<file path="config.mk">
export PLATFORM = sky130hd
export DESIGN_NAME = issue_bundle_sequencer
export DESIGN_NICKNAME = d
export VERILOG_FILES = /design/src/rtl/garuda_seq_pkg.sv /design/src/rtl/issue_group_picker.sv /design/src/rtl/issue_bundle_sequencer.sv
export SDC_FILE = /design/constraint.sdc
export NUM_CORES = 1
export LEC_CHECK = 0
export BUFFER_PORTS_ARGS = -buffer_cell sky130_fd_sc_hd__buf_4
export CAP_MARGIN = 20
export CORE_AREA = 2 2 101 152
export CTS_CLUSTER_DIAMETER = 40
export DETAILED_ROUTE_END_ITERATION = 10
export DIE_AREA = 0 0 103 154
export GPL_ROUTABILITY_DRIVEN = 0
export GPL_TIMING_DRIVEN = 0
export PLACE_DENSITY = 0.81
export RECOVER_POWER = 50
export SYNTH_ARGS = -nofsm -noshare
export SYNTH_HDL_FRONTEND = slang
export SYNTH_SLANG_ARGS = --single-unit
</file>
<file path="constraint.sdc">
create_clock -name clk_i -period 6.9 [get_ports clk_i]
set_input_delay 1.38 -clock clk_i [delete_from_list [all_inputs] [get_ports clk_i]]
set_output_delay 1.38 -clock clk_i [all_outputs]
set_load 0.02 [all_outputs]
</file>
<file path="src/rtl/garuda_seq_pkg.sv">
// Shared types and instruction-field constants for the issue bundle sequencer.
package garuda_seq_pkg;

  typedef enum logic [0:0] {IDLE, HOLD} seq_state_e;

  localparam int unsigned RD_LSB     = 7;
  localparam int unsigned RS1_LSB    = 15;
  localparam int unsigned RS2_LSB    = 20;
  localparam int unsigned REG_ADDR_W = 5;

  // Widest supported bundle; narrower users take the low ISSUE_WIDTH bits.
  localparam int unsigned MAX_ISSUE_WIDTH = 8;
  typedef logic [MAX_ISSUE_WIDTH-1:0] lane_mask_t;

  // True when later lane k must not issue alongside earlier lane i.
  function automatic logic lane_conflict(input logic [31:0] instr_i, input logic wb_i,
                                         input logic [31:0] instr_k, input logic wb_k,
                                         input logic rs1_rd_k, input logic rs2_rd_k);
    logic [REG_ADDR_W-1:0] rd_i;
    logic                  hit;
    rd_i = instr_i[RD_LSB +: REG_ADDR_W];
    hit  = (rs1_rd_k && (instr_k[RS1_LSB +: REG_ADDR_W] == rd_i)) ||
           (rs2_rd_k && (instr_k[RS2_LSB +: REG_ADDR_W] == rd_i)) ||
           (wb_k     && (instr_k[RD_LSB  +: REG_ADDR_W] == rd_i));
    return wb_i && (rd_i != '0) && hit;
  endfunction

endpackage

</file>
<file path="src/rtl/issue_group_picker.sv">
// Combinational selection of the next hazard-free, program-ordered lane group.
module issue_group_picker
  import garuda_seq_pkg::*;
#(
  parameter int unsigned ISSUE_WIDTH = 4
) (
  input  logic [ISSUE_WIDTH-1:0]    pend_i,
  input  logic [ISSUE_WIDTH*32-1:0] instr_i,
  input  logic [ISSUE_WIDTH-1:0]    wb_i,
  input  logic [ISSUE_WIDTH-1:0]    rs1_rd_i,
  input  logic [ISSUE_WIDTH-1:0]    rs2_rd_i,
  output logic [ISSUE_WIDTH-1:0]    group_o
);

  logic [ISSUE_WIDTH-1:0] grp;
  logic                   stopped;
  logic                   hit;

  // The lowest pending lane never sees a conflict, so it always starts the group.
  always_comb begin
    grp     = '0;
    stopped = 1'b0;
    hit     = 1'b0;
    for (int k = 0; k < int'(ISSUE_WIDTH); k++) begin
      if (pend_i[k] && !stopped) begin
        hit = 1'b0;
        for (int i = 0; i < int'(ISSUE_WIDTH); i++) begin
          if ((i < k) && grp[i] &&
              lane_conflict(instr_i[i*32 +: 32], wb_i[i], instr_i[k*32 +: 32], wb_i[k],
                            rs1_rd_i[k], rs2_rd_i[k])) begin
            hit = 1'b1;
          end
        end
        if (hit) begin
          stopped = 1'b1;
        end else begin
          grp[k] = 1'b1;
        end
      end
    end
  end

  assign group_o = grp;

endmodule

</file>
<file path="src/rtl/issue_bundle_sequencer.sv">
// Holds one VLIW bundle and issues it as hazard-free lane groups.
// Optional split statistics counter enabled by GARUDA_SEQ_STATS_EN.
module issue_bundle_sequencer
  import garuda_seq_pkg::*;
#(
  parameter int unsigned ISSUE_WIDTH = 4,
  parameter int unsigned STAT_W      = 16
) (
  input  logic                      clk_i,
  input  logic                      rst_i,
  input  logic                      flush_i,
  input  logic                      in_valid_i,
  output logic                      in_ready_o,
  input  logic [ISSUE_WIDTH-1:0]    in_mask_i,
  input  logic [ISSUE_WIDTH*32-1:0] in_instr_i,
  input  logic [ISSUE_WIDTH-1:0]    in_wb_i,
  input  logic [ISSUE_WIDTH-1:0]    in_rs1_rd_i,
  input  logic [ISSUE_WIDTH-1:0]    in_rs2_rd_i,
  output logic                      out_valid_o,
  input  logic                      out_ready_i,
  output logic [ISSUE_WIDTH-1:0]    out_mask_o,
  output logic [ISSUE_WIDTH*32-1:0] out_instr_o,
  output logic                      busy_o,
  output logic [STAT_W-1:0]         split_cnt_o
);

  seq_state_e                state_q, state_d;
  logic [ISSUE_WIDTH-1:0]    p_q, p_d;
  logic [ISSUE_WIDTH*32-1:0] instr_q, instr_d;
  logic [ISSUE_WIDTH-1:0]    wb_q, wb_d;
  logic [ISSUE_WIDTH-1:0]    rs1_rd_q, rs1_rd_d;
  logic [ISSUE_WIDTH-1:0]    rs2_rd_q, rs2_rd_d;
  logic [ISSUE_WIDTH-1:0]    group;
  logic                      out_hs;
  logic                      in_acc;

  issue_group_picker #(
    .ISSUE_WIDTH(ISSUE_WIDTH)
  ) u_picker (
    .pend_i  (p_q),
    .instr_i (instr_q),
    .wb_i    (wb_q),
    .rs1_rd_i(rs1_rd_q),
    .rs2_rd_i(rs2_rd_q),
    .group_o (group)
  );

  always_comb begin
    state_d     = state_q;
    p_d         = p_q;
    instr_d     = instr_q;
    wb_d        = wb_q;
    rs1_rd_d    = rs1_rd_q;
    rs2_rd_d    = rs2_rd_q;
    out_valid_o = (state_q == HOLD);
    busy_o      = (state_q == HOLD);
    out_mask_o  = (state_q == HOLD) ? group : '0;
    // Accepting in HOLD requires the current group to drain the whole bundle.
    in_ready_o  = (state_q == IDLE) ? !flush_i : (out_ready_i && (group == p_q) && !flush_i);
    out_hs      = out_valid_o && out_ready_i;
    in_acc      = in_valid_i && in_ready_o;

    if (out_hs) begin
      p_d = p_q & ~group;
      if (p_d == '0) begin
        state_d = IDLE;
      end
    end
    if (in_acc && (in_mask_i != '0)) begin
      state_d  = HOLD;
      p_d      = in_mask_i;
      instr_d  = in_instr_i;
      wb_d     = in_wb_i;
      rs1_rd_d = in_rs1_rd_i;
      rs2_rd_d = in_rs2_rd_i;
    end
    if (flush_i) begin
      state_d = IDLE;
      p_d     = '0;
    end
  end

  always_ff @(posedge clk_i or posedge rst_i) begin
    if (rst_i) begin
      state_q  <= IDLE;
      p_q      <= '0;
      instr_q  <= '0;
      wb_q     <= '0;
      rs1_rd_q <= '0;
      rs2_rd_q <= '0;
    end else begin
      state_q  <= state_d;
      p_q      <= p_d;
      instr_q  <= instr_d;
      wb_q     <= wb_d;
      rs1_rd_q <= rs1_rd_d;
      rs2_rd_q <= rs2_rd_d;
    end
  end

  assign out_instr_o = instr_q;

`ifdef GARUDA_SEQ_STATS_EN
  logic              first_q, first_d;
  logic [STAT_W-1:0] split_q, split_d;

  // first_q marks that the next handshake is the bundle's first group.
  always_comb begin
    first_d = first_q;
    split_d = split_q;
    if (out_hs) begin
      first_d = 1'b0;
      if (first_q && ((p_q & ~group) != '0) && (split_q != '1)) begin
        split_d = split_q + STAT_W'(1);
      end
    end
    if (in_acc && (in_mask_i != '0)) begin
      first_d = 1'b1;
    end
    if (flush_i) begin
      first_d = 1'b0;
    end
  end

  always_ff @(posedge clk_i or posedge rst_i) begin
    if (rst_i) begin
      first_q <= 1'b0;
      split_q <= '0;
    end else begin
      first_q <= first_d;
      split_q <= split_d;
    end
  end

  assign split_cnt_o = split_q;
`else
  assign split_cnt_o = '0;
`endif

endmodule

</file>
# Yosys cells after proc, flatten, opt, wreduce, memory -nomap -nowiden
# Cells that the tools add are included.
# word_totals
output_inout_bits	151
register_bits	145
elab_cells	119
input_bits	149
# op_classes
n_reduce_logical	63
eq_ne	19
muxes	29
bitwise_logic	2
# op_table
cell	count
equality test 5 bit	18
logical AND 1 bit	40
two-way mux 1 bit	25
two-way mux 4 bit	4
nonzero test 5 bit	3
logical OR 1 bit	12
nonzero test 3 bit	2
bitwise AND 4 bit	1
equality test 4 bit	1
zero test 4 bit	1
inverter 4 bit	1
nonzero test 4 bit	1
zero test 1 bit	3
AND reduction 2 bit	1

# Longest topological paths before layout
# depth
ltp_word	28
ltp_mapped	14
depth_no_buf	11

# By module
# Synthesis repeated with hierarchy kept, for this count alone.
# hier_totals
hier_cells	521
area_unflattened_um2	7526.0
# modules_own_cells
module	n_inst	area_each_um2	cells_each	seq_area_each_um2
issue_bundle_sequencer	1	6276.0	359	3628.5
issue_group_picker	1	1249.9	162	0.0

# Least setup slack after synthesis
# Ideal clock, no wire load.
# synth_timing
kind	register -> output
startpoint	register instr_q[10] (netlist: out_instr_o[10])
endpoint	output in_ready_o
path_slack_ps	2810
stages_incl_launch_ff	11
arrival_time_ps	2710
path_cell_list	dfrtp_1 > buf_2 > xnor2_1 > nand4_1 > o22ai_1 > o21ai_0 > a311oi_1 > o211ai_1 > ha_1 > nand4_1 > a21oi_1
# synth_between
elab_chain_len	24
elab_cells_between_ends	62
# synth_lines
item	line	source
start, declared	issue_bundle_sequencer.sv:29	logic [ISSUE_WIDTH*32-1:0] instr_q, instr_d;
start signal, assigned	issue_bundle_sequencer.sv:94	instr_q <= instr_d;
equality test 5 bit (on tied branches)	garuda_seq_pkg.sv:22, garuda_seq_pkg.sv:23	
logical AND 1 bit (on tied branches)	garuda_seq_pkg.sv:22, garuda_seq_pkg.sv:23	
logical OR 1 bit	garuda_seq_pkg.sv:22	hit = (rs1_rd_k && (instr_k[RS1_LSB +: REG_ADDR_W] == rd_i)) ||
logical OR 1 bit	garuda_seq_pkg.sv:23	(rs2_rd_k && (instr_k[RS2_LSB +: REG_ADDR_W] == rd_i)) ||
logical AND 1 bit	garuda_seq_pkg.sv:25	return wb_i && (rd_i != '0) && hit;
logical AND 1 bit	issue_group_picker.sv:28	if ((i < k) && grp[i] &&
two-way mux 1 bit	issue_group_picker.sv:28	
two-way mux 1 bit	issue_group_picker.sv:25	if (pend_i[k] && !stopped) begin
[7 not listed]	-	
logical AND 1 bit	issue_group_picker.sv:28	
two-way mux 1 bit	issue_group_picker.sv:28	
two-way mux 1 bit	issue_group_picker.sv:25	
two-way mux 1 bit	issue_group_picker.sv:34	if (hit) begin
two-way mux 1 bit	issue_group_picker.sv:25	
equality test 4 bit *	issue_bundle_sequencer.sv:59	in_ready_o = (state_q == IDLE) ? !flush_i : (out_ready_i && (group == p_q) && !flush_i);
logical AND 1 bit * (2 in series)	issue_bundle_sequencer.sv:59	
two-way mux 1 bit *	issue_bundle_sequencer.sv:59	
end, declared	issue_bundle_sequencer.sv:13	output logic in_ready_o,
# Every way passes the cells marked *; elsewhere a longest branch is shown, timed or not. The select of a mux whose other input is x is not followed.

# Worst setup path in the final report
# layout_timing
startpoint	register instr_q[11] (netlist: out_instr_o[11])
endpoint	output in_ready_o
# Same word-level chain as after synthesis.

==> impl_results.md <==
- Vias in the first global route: between 5k and 6k
- Area growth from synthesis to layout: 40.4%
- Nets: about 980
- Cts bufs inserted: 17
- Drt first pass iters: 4
- Crit-path max FO: 10
- Core area: 14500 sq um
- Width of the die: 103 um
- Most frequent cells in the layout: buf_4 (231), dfrtp_1 (143), mux2_2 (73), clkbuf_1 (73), mux2_1 (66)
- Hold Path Class: reg -> reg
- I/O pin cnt: 300
- MaxCap Viol Count: 2
- PD cells: 404 nW/um^2
- First-pass GRT wire length: 29700 um
- Cells after Synth: roughly 520
- Commonest non-fill, non-tap cell in the layout: buf_4
- Post-CTS Repair Setup Buffers: 0
- Min Hold Slack: around 0.48 ns
- Remaining Overflow, GRT: 0
- Setup Skew: 0.0115 ns
- Yosys cell types: 42
- F_max: 205 MHz
- Setup crit end kind: output pin
- Final worst-path cycle share: 0.705
- Std cell rows: between 50 and 60
- DR DRC count: 0
- GRT Total Usage: 0.246
- Post-synthesis sequential area ratio: 0.521
- Failing checks: capacitance limit, slew limit
- Starting Density: 0.475
- # fillers: 1153
- Via count: approximately 5.3k
- Vias per Instance: 5.13
- Avg WL per Cell: 18.6 um
- Peak supply drop: 0.226 mV
- H-tree depth: 4
- Outcome: finished with violations
- Starting DRC count in detailed routing: about 210
- Endpoints failing setup: 0
- Register bit count reported by yosys: between 100 and 150
- Rel. slew slack: -0.890
- Mapped cell area: 6870 sq um
- CTS tree: built
- Clk_lat worst skew: 0.42 ns
- Clock sink count: 143
- Clock Tree Buf Depth: 2
- Leakage power: 4.44 nW
- Clock-pin slew on the worst setup and hold paths: 0.06 ns
- Fin crit period: 4.87 ns
- Crit path kind: reg -> out
- Final hold violation count: 0
- RSZ-0062 raised after global routing: false
- Yosys warnings: 0
- Die height: 154 um
- Register area: around 3600 sq um
- Setup TNS: 0 ns
- Top_reg_cell synth: dfrtp_1
- Worst Setup Start Kind: register
- Area of the multi-input gates: between 3000 and 4000 sq um
- Root buf cell: clkbuf_16
- Syn_area_per_cell: 13.3 sq um
- EDFF count, synth: 0
- Post-layout util: 0.667
- ANT cells: 0
- Final wirelength: a little under 20000 um
- Die ar.: 15900 sq um
- Post-route ant nets: 0
- Req. time, crit path: 5.52 ns
- CP Data Arrival Time: 3.49 ns
- Initial antenna violation count: 0
- Worst slew pin tran: between 2 and 3 ns
- Port-buffer cells: 280
- Hold_buf cts: 0
- Dpl hpwl: 14900 um
- Post-synth ARST share: 1.00
- Max-slew violations: around 150
- Post_cts resized: 0
- Pin count of the biggest net entering global routing: 80
- Share of cells above drive strength 1: 0.431
-- flip-flops by register name, indices dropped and copies added, names as in the netlist --
register / count
rs1_rd_q: 3
busy_o: 1
wb_q: 4
out_instr_o: 128
rs2_rd_q: 3
p_q: 4
-- power by group --
group | internal (mW) | total, mW | switching, mW
Combinational | 0.689 | 1.58 | 0.891
Sequential | 1.12 | 1.36 | 0.240
Clock | 0.587 | 0.962 | 0.375
Total | 2.39 | 3.90 | 1.51
-- logic make-up after synthesis --
group           Yosys count  share of synthesized area
compound gates           24                     0.0282
xor+xnor                 90                      0.115
fa+ha+maj                 2                    0.00364
buf+inv                  53                     0.0499
flops                   143                      0.521
mux                     141                      0.231
other cells               1                   0.000546
simple gates             62                     0.0510
-- cell type report --
type | instances | share of cell area
Inverter | 5 | 0.00208
Timing Repair Buffer | 281 | 0.192
Multi-Input combinational cell | 335 | 0.311
Tap cell | 196 | 0.0254
Clock buffer | 19 | 0.0459
Sequential cell | 143 | 0.371
Buffer | 48 | 0.0336
Clock inverter | 13 | 0.0183
-- cells in the mapped netlist, drive strengths merged, types with 2 or more instances --
master  instances  area (sq um)
dfrtp         143          3580
mux2          139          1570
xor2           64           561
buf            43           305
xnor2          26           228
nor4           17           106
nand3          15          75.1
and3            5          31.3
clkbuf          5          18.8
inv             5          18.8
nand2           5          18.8
nor3            5          25.0
a31oi           4          25.0
nand4           4          25.0
nor2            4          15.0
o21ai           4          31.3
a21oi           3          26.3
a221oi          3          26.3
and2            2          15.0
ha              2          25.0
mux2i           2          20.0
o21a            2          15.0
or4             2          15.0
-- worst max-delay path, cell delays in order, from the launching register on --
cell and delay [ns]:
dfrtp_1 0.42, buf_2 0.37, xnor2_1 0.16, nand4_1 0.11, o22ai_1 0.41, o21ai_0 0.27, a311oi_1 0.43, o211ai_1 0.13
ha_1 0.32, nand4_1 0.10, a21oi_1 0.17, buf_4 0.16
-- per-stage QoR --
| stage | cell area, sq um | worst slack, ns | std cells | power (mW) |
|---|---|---|---|---|
| 2_1_floorplan | 6920 | 1.68 | 531 | 2.34 |
| 3_3_place_gp | 9270 | 0.319 | 1007 | 3.00 |
| 3_5_place_dp | 9300 | 2.58 | 1008 | 3.07 |
| 4_1_cts | 9920 | 2.07 | 1040 | 4.04 |
| 5_1_grt | 9650 | 1.43 | 1040 | 4.09 |
| 6_report | 9650 | 2.03 | 1040 | 3.90 |
-- worst paths after layout --
path                            startpoint         endpoint  slack [ns]  depth (start not counted)
min reg2reg                    rs2_rd_q[1]      rs2_rd_q[1]        0.48                          1
max in group asynchronous            rst_i      rs1_rd_q[1]        2.27                          3
min                            rs2_rd_q[1]      rs2_rd_q[1]        0.48                          1
min in group asynchronous            rst_i  out_instr_o[93]        1.77                          2
max                        out_instr_o[11]       in_ready_o        2.03                         11
max reg2reg                out_instr_o[11]  out_instr_o[98]        2.80                         14
-- layer usage --
layer / vias to the layer above / part of all wire / global-route usage
li1: 2408 / - / -
met1: 2644 / 0.35 / 0.263
met2: 239 / 0.55 / 0.446
met3: 46 / 0.060 / 0.0595
met4: 0 / 0.036 / 0.107
met5: - / 0 / 0
Note: power is estimated with default switching activity, not from simulation.
